## src/rtl/spi_seq_pkg.sv

```systemverilog
// rtl/spi_seq_pkg.sv - SPI APB sequencer register map, SR bit indices and state encodings
package spi_seq_pkg;

  localparam logic [2:0] ADDR_CR1 = 3'd0;
  localparam logic [2:0] ADDR_CR2 = 3'd1;
  localparam logic [2:0] ADDR_BR  = 3'd2;
  localparam logic [2:0] ADDR_SR  = 3'd3;
  localparam logic [2:0] ADDR_DR  = 3'd5;

  localparam int SR_SPIF  = 7;
  localparam int SR_SPTEF = 5;

  typedef enum logic [3:0] {
    S_IDLE,
    S_CFG_CR1,
    S_CFG_CR2,
    S_CFG_BR,
    S_WR_DR,
    S_POLL_TX,
    S_POLL_RX,
    S_RD_DR,
    S_DONE
  } seq_state_e;

  typedef enum logic [1:0] {
    X_IDLE,
    X_ACCESS,
    X_GAP
  } xact_state_e;

endpackage

```

## src/rtl/spi_apb_xact.sv

```systemverilog
// rtl/spi_apb_xact.sv - single APB access engine: SETUP, ACCESS until PREADY, one idle gap
module spi_apb_xact
  import spi_seq_pkg::*;
(
  input  logic       PCLK,
  input  logic       PRESET,
  input  logic       start,
  input  logic [2:0] addr,
  input  logic [7:0] wdata,
  input  logic       write,
  output logic       done,
  output logic [7:0] rdata,
  output logic       slverr,
  output logic       PSEL,
  output logic       PENABLE,
  output logic       PWRITE,
  output logic [2:0] PADDR,
  output logic [7:0] PWDATA,
  input  logic [7:0] PRDATA,
  input  logic       PREADY,
  input  logic       PSLVERR
);

  xact_state_e x_state, x_next;
  logic [2:0]  addr_q;
  logic [7:0]  wdata_q;
  logic        write_q;

  // state register
  always_ff @(posedge PCLK) begin
    if (PRESET) x_state <= X_IDLE;
    else        x_state <= x_next;
  end

  // SETUP is the idle cycle in which start is seen, so each access costs setup + access + gap
  always_comb begin
    x_next = x_state;
    case (x_state)
      X_IDLE:   if (start)  x_next = X_ACCESS;
      X_ACCESS: if (PREADY) x_next = X_GAP;
      X_GAP:    x_next = X_IDLE;
      default:  x_next = X_IDLE;
    endcase
  end

  // hold the access fields through ACCESS and capture the completion response
  always_ff @(posedge PCLK) begin
    if (PRESET) begin
      addr_q  <= '0;
      wdata_q <= '0;
      write_q <= 1'b0;
      rdata   <= '0;
      slverr  <= 1'b0;
    end else begin
      if (x_state == X_IDLE && start) begin
        addr_q  <= addr;
        wdata_q <= wdata;
        write_q <= write;
      end
      if (x_state == X_ACCESS && PREADY) begin
        rdata  <= PRDATA;
        slverr <= PSLVERR;
      end
    end
  end

  // bus drive; done is reported in the gap cycle once rdata/slverr are registered
  always_comb begin
    PSEL    = 1'b0;
    PENABLE = 1'b0;
    PWRITE  = 1'b0;
    PADDR   = '0;
    PWDATA  = '0;
    done    = 1'b0;
    case (x_state)
      X_IDLE: begin
        if (start) begin
          PSEL   = 1'b1;
          PWRITE = write;
          PADDR  = addr;
          PWDATA = wdata;
        end
      end
      X_ACCESS: begin
        PSEL    = 1'b1;
        PENABLE = 1'b1;
        PWRITE  = write_q;
        PADDR   = addr_q;
        PWDATA  = wdata_q;
      end
      X_GAP:   done = 1'b1;
      default: done = 1'b0;
    endcase
  end

endmodule

```

## src/rtl/spi_apb_sequencer.sv

```systemverilog
// rtl/spi_apb_sequencer.sv - round-robin byte sequencer over the SPI APB slave; SEQ_TIMEOUT_EN bounds SR polling
module spi_apb_sequencer
  import spi_seq_pkg::*;
#(
  parameter int NUM_REQ    = 2,
  parameter int POLL_LIMIT = 1023,
  parameter int CNT_W      = 10
) (
  input  logic                 PCLK,
  input  logic                 PRESET,
  input  logic [7:0]           cfg_cr1,
  input  logic [7:0]           cfg_cr2,
  input  logic [7:0]           cfg_br,
  input  logic                 cfg_load,
  input  logic [NUM_REQ-1:0]   req,
  input  logic [8*NUM_REQ-1:0] req_data,
  output logic [NUM_REQ-1:0]   done,
  output logic [7:0]           rx_data,
  output logic                 err,
  output logic                 busy,
  output logic                 PSEL,
  output logic                 PENABLE,
  output logic                 PWRITE,
  output logic [2:0]           PADDR,
  output logic [7:0]           PWDATA,
  input  logic [7:0]           PRDATA,
  input  logic                 PREADY,
  input  logic                 PSLVERR
);

  if (CNT_W < $clog2(POLL_LIMIT + 1)) begin : g_cnt_w_check
    $error("CNT_W cannot hold POLL_LIMIT");
  end

  seq_state_e state, state_next;
  logic       cfg_pending;
  logic [7:0] cr1_q, cr2_q, br_q, tx_q, rx_q;
  logic [1:0] ptr, gnt, pick;
  logic       any_req, err_acc, enter_cfg, grant, poll_bit, timeout_hit;
  logic       x_start, x_write, x_done, x_slverr;
  logic [2:0] x_addr;
  logic [7:0] x_wdata, x_rdata;

  assign enter_cfg = (state == S_IDLE) && cfg_pending;
  assign grant     = (state == S_IDLE) && !cfg_pending && any_req;
  assign poll_bit  = (state == S_POLL_TX) ? x_rdata[SR_SPTEF] : x_rdata[SR_SPIF];

  // first requesting index at or after the pointer; descending scan leaves the nearest one
  always_comb begin
    any_req = 1'b0;
    pick    = '0;
    for (int k = NUM_REQ - 1; k >= 0; k--) begin
      if (req[(int'(ptr) + k) % NUM_REQ]) begin
        any_req = 1'b1;
        pick    = 2'((int'(ptr) + k) % NUM_REQ);
      end
    end
  end

`ifdef SEQ_TIMEOUT_EN
  logic [CNT_W-1:0] poll_cnt;

  assign timeout_hit = (state == S_POLL_TX || state == S_POLL_RX) && x_done && !poll_bit &&
                       (poll_cnt == CNT_W'(POLL_LIMIT - 1));

  // saturating SR read counter, restarted on each poll-phase entry
  always_ff @(posedge PCLK) begin
    if (PRESET) begin
      poll_cnt <= '0;
    end else if ((state_next == S_POLL_TX || state_next == S_POLL_RX) && state_next != state) begin
      poll_cnt <= '0;
    end else if ((state == S_POLL_TX || state == S_POLL_RX) && x_done && !(&poll_cnt)) begin
      poll_cnt <= poll_cnt + 1'b1;
    end
  end
`else
  assign timeout_hit = 1'b0;
`endif

  // state register
  always_ff @(posedge PCLK) begin
    if (PRESET) state <= S_IDLE;
    else        state <= state_next;
  end

  // sequencing: config first when pending, otherwise one byte per grant
  always_comb begin
    state_next = state;
    case (state)
      S_IDLE:    if (cfg_pending) state_next = S_CFG_CR1;
                 else if (any_req) state_next = S_WR_DR;
      S_CFG_CR1: if (x_done) state_next = S_CFG_CR2;
      S_CFG_CR2: if (x_done) state_next = S_CFG_BR;
      S_CFG_BR:  if (x_done) state_next = S_IDLE;
      S_WR_DR:   if (x_done) state_next = S_POLL_TX;
      S_POLL_TX: if (x_done && poll_bit) state_next = S_POLL_RX;
                 else if (timeout_hit) state_next = S_DONE;
      S_POLL_RX: if (x_done && poll_bit) state_next = S_RD_DR;
                 else if (timeout_hit) state_next = S_DONE;
      S_RD_DR:   if (x_done) state_next = S_DONE;
      S_DONE:    state_next = S_IDLE;
      default:   state_next = S_IDLE;
    endcase
  end

  // per-state access request and client-side outputs
  always_comb begin
    x_start = 1'b0;
    x_write = 1'b0;
    x_addr  = ADDR_CR1;
    x_wdata = '0;
    done    = '0;
    rx_data = '0;
    err     = 1'b0;
    busy    = (state != S_IDLE);
    case (state)
      S_CFG_CR1: begin x_start = 1'b1; x_write = 1'b1; x_addr = ADDR_CR1; x_wdata = cr1_q; end
      S_CFG_CR2: begin x_start = 1'b1; x_write = 1'b1; x_addr = ADDR_CR2; x_wdata = cr2_q; end
      S_CFG_BR:  begin x_start = 1'b1; x_write = 1'b1; x_addr = ADDR_BR;  x_wdata = br_q;  end
      S_WR_DR:   begin x_start = 1'b1; x_write = 1'b1; x_addr = ADDR_DR;  x_wdata = tx_q;  end
      S_POLL_TX, S_POLL_RX: begin x_start = 1'b1; x_addr = ADDR_SR; end
      S_RD_DR:   begin x_start = 1'b1; x_addr = ADDR_DR; end
      S_DONE: begin
        done    = NUM_REQ'(1) << gnt;
        rx_data = rx_q;
        err     = err_acc;
      end
      default: x_start = 1'b0;
    endcase
  end

  // config/grant latches, sticky error (config errors ride on the next done), rx byte, pointer
  always_ff @(posedge PCLK) begin
    if (PRESET) begin
      cfg_pending <= 1'b1;
      cr1_q       <= '0;
      cr2_q       <= '0;
      br_q        <= '0;
      ptr         <= '0;
      gnt         <= '0;
      tx_q        <= '0;
      rx_q        <= '0;
      err_acc     <= 1'b0;
    end else begin
      cfg_pending <= cfg_load | (cfg_pending & ~enter_cfg);
      if (enter_cfg) begin
        cr1_q <= cfg_cr1;
        cr2_q <= cfg_cr2;
        br_q  <= cfg_br;
      end
      if (grant) begin
        gnt  <= pick;
        tx_q <= req_data[8*int'(pick) +: 8];
      end
      if (state == S_DONE) begin
        err_acc <= 1'b0;
        ptr     <= (gnt == 2'(NUM_REQ - 1)) ? 2'd0 : gnt + 2'd1;
      end
      if ((x_done && x_slverr) || timeout_hit) err_acc <= 1'b1;
      if (state == S_RD_DR && x_done) rx_q <= x_rdata;
      if (timeout_hit) rx_q <= '0;
    end
  end

  spi_apb_xact u_xact (
    .PCLK    (PCLK),
    .PRESET  (PRESET),
    .start   (x_start),
    .addr    (x_addr),
    .wdata   (x_wdata),
    .write   (x_write),
    .done    (x_done),
    .rdata   (x_rdata),
    .slverr  (x_slverr),
    .PSEL    (PSEL),
    .PENABLE (PENABLE),
    .PWRITE  (PWRITE),
    .PADDR   (PADDR),
    .PWDATA  (PWDATA),
    .PRDATA  (PRDATA),
    .PREADY  (PREADY),
    .PSLVERR (PSLVERR)
  );

endmodule

```

## config.mk

```make
export PLATFORM = sky130hd
export DESIGN_NAME = spi_apb_sequencer
export DESIGN_NICKNAME = d
export VERILOG_FILES = /design/src/rtl/spi_seq_pkg.sv /design/src/rtl/spi_apb_xact.sv /design/src/rtl/spi_apb_sequencer.sv
export SDC_FILE = /design/constraint.sdc
export NUM_CORES = 1
export LEC_CHECK = 0
export CORE_ASPECT_RATIO = 1.2
export CORE_MARGIN = 2
export CORE_UTILIZATION = 56
export DETAILED_ROUTE_END_ITERATION = 7
export DONT_BUFFER_PORTS = 1
export PLACE_DENSITY = 0.71
export REMOVE_ABC_BUFFERS = 1
export SLEW_MARGIN = 20
export SYNTH_ARGS = -nofsm -noshare
export SYNTH_HDL_FRONTEND = slang
export SYNTH_SLANG_ARGS = --single-unit
```

## constraint.sdc

```tcl
create_clock -name PCLK -period 2 [get_ports PCLK]
set_input_delay 0.4 -clock PCLK [delete_from_list [all_inputs] [get_ports PCLK]]
set_output_delay 0.4 -clock PCLK [all_outputs]
set_load 0.05 [all_outputs]
```

# After elaboration in Yosys (flattened, before gate mapping)
# Index checks and enable logic that the tools add are counted.
# classes
n_lt_le_gt_ge	2
eq_ne	21
mux	43
n_bitwise	4
reduce_logical	19
shift	2
add_sub_neg	2
# op_table
op	n
2-to-1 mux 4 bit	9
case mux 4 bit (8 select lines)	1
case mux 8 bit (4 select lines)	1
2-to-1 mux 1 bit	18
== test 4 x 3 -> 1 bit (second input constant)	4
2-to-1 mux 8 bit	2
case mux 8 bit (2 select lines)	1
indexed part select 16 x 6 -> 8 bit	1
!= test 2 bit (second input constant)	7
case mux 3 bit (4 select lines)	1
2-to-1 mux 2 bit	5
== test 4 x 2 -> 1 bit (second input constant)	2
logical AND 1 bit	8
AND reduction 8 bit	1
OR reduction 7 bit	1
case mux 3 bit (2 select lines)	1
== test 2 x 1 -> 1 bit (second input constant)	2
== test 4 x 1 -> 1 bit (second input constant)	1
== test 4 bit (second input constant)	1
zero test 4 bit	1
!= test 2 x 1 -> 1 bit (second input constant)	2
case mux 1 bit (2 select lines)	2
case mux 2 bit (2 select lines)	1
nonzero test 4 bit	1
other kinds (17)	19
# totals
elab_cells	109
output_inout_bits	26
inputBits	55
reg_bits	72

# Longest topological paths before layout
# depth
depth_word	10
depth_mapped	7
mapped_depth_nobuf	5

# Modules after synthesis
# From an unflattened synthesis, not the netlist that was laid out.
# unflattened
hier_cells	423
area_unflattened_um2	3549.7
# by_module_without_submodules
module	n_inst	cells_each	seq_area_each_um2	area_each_um2
spi_apb_sequencer	1	281	960.9	2283.4
spi_apb_xact	1	142	460.4	1266.2

# Worst setup path after synthesis
# No wires, ideal clock.
# synth_path
kind	reg2out
startpoint	register state[0]
endpoint	output PWDATA[2]
stages_incl_launch_ff	6
setup_slack_ps	-451
required_ps	1600
path_buffers	1
t_arrival_ps	2051
path_cell_list	dfxtp_1 buf_2 nor4b_1 a22o_1 o21ai_0 a21oi_1
# synth_via
elab_chain_cells	5
word_cells_on_any_way	12
cone_classes	eq/ne (7); mux (4); reduce/logical (1)
# synth_lines
item	line_no	source
from (decl)	spi_apb_sequencer.sv:35	seq_state_e state, state_next;
from (signal assigned)	spi_apb_sequencer.sv:83	else state <= state_next;
== test 4 x 3 -> 1 bit, or another cell as far along	spi_apb_sequencer.sv:116	case (state)
OR reduction 7 bit (no line)	n/a	
2-to-1 mux 1 bit	spi_apb_sequencer.sv:116	
2-to-1 mux 8 bit (*)	spi_apb_xact.sv:77	if (start) begin
case mux 8 bit (2 select lines) (*)	spi_apb_xact.sv:75	case (x_state)
to (decl)	spi_apb_sequencer.sv:25	output logic [7:0] PWDATA,
# Every way passes the cells marked *; elsewhere a longest branch is shown, timed or not.

# Worst setup path in the final report
# layout_path
startpoint	register state[3]
endpoint	output PWDATA[7]
# Same word-level chain as after synthesis.

==> impl_results.md <==
- Status: finished, violations left
- Failing checks: setup timing
- Max VDD drop: 952 uV
- Average cell area after synthesis: 7.96 sq um
- Ant. Diodes: 0
- Hold/Removal Path Class: in2reg
- Clock Latency Late Sink: 0.35 ns
- Share of layout cells above drive strength 1: 0.271
- Final Cell Area: 4430 sq um
- Worst r2r dst: tx_q[0]
- Die Wd: 74.2 um
- Worst-case clock buffer depth: 2
- Syn Std Cell Area: 3310 sq um
- Largest net degree at the start of global routing: 73
- Fillers: 365
- R2R depth: 7
- Register area share after synthesis: 0.429
- Compound-Gate Fraction of Synth Area: 0.196
- DRC: 0
- Root buffer cell: clkbuf_8
- CTS buffer count: 9
- Register bit total from synthesis: 71
- Simple-gate share of the synthesized area: 0.259
- CP required: 1.60 ns
- Vias: 3123
- XOR/XNOR Fraction of Synth Area: 0.00529
- Core ar.: 5670 sq um
- Avg Vias per Cell: 5.76
- Worst r2r src: state[3]
- # H-tree levels: 3
- Top post-synthesis cells by area: dfxtp_1 (43%), nand2_1 (9.7%), a21oi_1 (9.1%), mux2i_1 (5.4%), nor2_1 (3.5%)
- Setup crit start: state[3]
- Total power draw: 7.07 mW
- First-pass GRT wire length: 13.2 mm
- Maximum fanout along the worst path: 7
- I/O pins: 81
- Clock sinks: 71
- Clk slew on worst S/H paths: 0.08 ns
- DP Area: 3800 sq um
- Final Setup Violations: 21
- Post-DRT Antenna Nets: 0
- WP data arrival: 1.91 ns
- Drt wl/cell: 16.1 um
- Routability congestion estimate: 0.885
- Post-Synthesis Cells: 416
- WS Path Type: reg2out
- Die height: 88.3 um
- P_leak: 1.69 nW
- Type of element capturing the critical path: primary output
- Max-slew violations: 0
- Initial antenna violation count: 0
- Fin worst setup slack: -0.307 ns
- CTS tree: done
- FFs w/ async S/R, synth: 0
- DP HPWL: 5.50 mm
- Post-synth EDFFs: 0
- Remaining global-route overflow: 0
- Post-Route WL: 8.74 mm
- Crit share post-route: 1.15
- Aggregate global-route resource usage: 0.264
- Worst hold margin: 0.109 ns
- Slew @ Worst Pin: 0.404 ns
- Setup crit end: PWDATA[7]
- Setup Skew: 0.00881 ns
- Post-CTS Hold Buffers: 0
- Total Nets Final: 512
- Area Overhead vs Synth: 33.6%
- Initial DRC count: 193
- Top FF cell, synth: dfxtp_1
- Critical path launch point type: flop
- F_max: 433 MHz
- Post-layout min period: 2.31 ns
- Most frequent cells in the layout: nand2_1 (84), dfxtp_1 (67), a21oi_1 (57), buf_4 (40), nor2_1 (30)
- DP Worst Slack: -0.00589 ns
- Cell Pwr Density: 1600 nW/um^2
- Yosys cell types: 45
- Post-Synth Adder-Cell Area: 0
- Mux contribution to synthesized area: 0.0544
- Pre-Repair DR Iteration Count: 4
- Vias in the first global route: 2902
- Port Buffers: 0
- Rel. slew slack: 0.729
- Starting density of the core: 0.585
- Max Cap Viol: 0
- Final hold violation count: 0
- RSZ-0062 raised after global routing: true
- Die ar.: 6550 sq um
- Yosys top cell area share: 0.429
- Most common cell after layout, fill and taps aside: nand2_1
- Synth warnings: 0
- R2r setup slk: 0.19 ns
- Leading area contributor after synthesis: dfxtp_1
- Row count: 30
- Largest family of logic cells by synthesized area: simple AND/OR/NAND/NOR gates
==> metal layers <==
metal / wire [um] / track usage / vias to the layer above
met4: 201 / 0.0958 / 0
met2: 4540 / 0.455 / 97
li1: - / - / 1532
met5: 0 / 0 / -
met3: 437 / 0.0626 / 21
met1: 3560 / 0.320 / 1473
==> state kept, by name (all words and copies together) (netlist names), 2 cells and up <==
name            cells
u_xact.x_state      2
cr2_q               8
u_xact.rdata        8
state               4
br_q                8
tx_q                8
u_xact.addr_q       3
u_xact.wdata_q      8
cr1_q               8
rx_q                8
==> cell families (layout without fill, tap and decap cells) <==
group	count (synthesis)	count (layout)
buf+inv	41	87
mux	18	18
flops	71	71
simple gates	178	178
xor+xnor	2	2
compound gates	106	106
==> worst min-delay path by stage <==
stage	from	end	slack, ns	depth (start not counted)
3_5_place_dp	br_q[0]	br_q[0]	0.44	2
6_report	PRESET	cr2_q[5]	0.11	1
4_1_cts	PRESET	cr2_q[5]	0.10	1
2_1_floorplan	ptr[0]	ptr[0]	0.42	2
5_1_grt	PRESET	u_xact.addr_q[0]	0.09	1
3_3_place_gp	u_xact.wdata_q[2]	u_xact.wdata_q[2]	0.44	2
==> stage by stage <==
stage / util / cells / setup TNS, ns
floorplan: - / 382 / -24.89
global placement: 0.671 / 513 / 0
detailed placement: 0.671 / 513 / -0.00589
CTS: 0.745 / 533 / -3.99
global route: 0.781 / 542 / -5.04
finish: 0.781 / 542 / -3.55
==> where the power goes <==
group | internal, mW | switching, mW
clock network | 1.02 | 0.548
logic | 1.49 | 2.02
registers | 1.74 | 0.254
==> synth_stat cells, types with 2 or more instances <==
master	number
nand2_1	86
dfxtp_1	71
a21oi_1	60
nor2_1	31
clkbuf_1	21
mux2i_1	18
nand3b_1	14
a211oi_1	12
and3_1	11
o21ai_0	11
nand3_1	10
a22o_1	8
buf_2	7
inv_1	6
nand2b_1	6
nor3_1	6
or3_1	3
a211o_1	2
a211oi_2	2
buf_1	2
buf_4	2
buf_6	2
nor2b_1	2
o21bai_1	2
==> cell type report <==
| type | instances | area (sq um) | area share |
|---|---|---|---|
| Clock buffer | 11 | 151 | 0.0342 |
| Clock inverter | 5 | 128 | 0.0288 |
| Inverter | 7 | 26.3 | 0.00594 |
| Multi-Input combinational cell | 304 | 1890 | 0.427 |
| Sequential cell | 71 | 1440 | 0.324 |
| Tap cell | 80 | 100 | 0.0226 |
| Timing Repair Buffer | 64 | 697 | 0.157 |
==> timing repair <==
action | CTS | global route
resized for setup | 36 | 32
endpoints found under the setup margin | 25 | 25
setup buffers | 4 | 8
endpoints found under the hold margin | 0 | 0
cloned | 0 | 1
pin swaps | 17 | 19
==> critical path, stage by stage (launching register included) <==
cell     delay (ns)
dfxtp_4        0.40
nor4b_4        0.31
buf_4          0.19
a22o_1         0.16
o21ai_2        0.07
a21oi_1        0.19
buf_4          0.23
(Power assumes the default switching activity.)
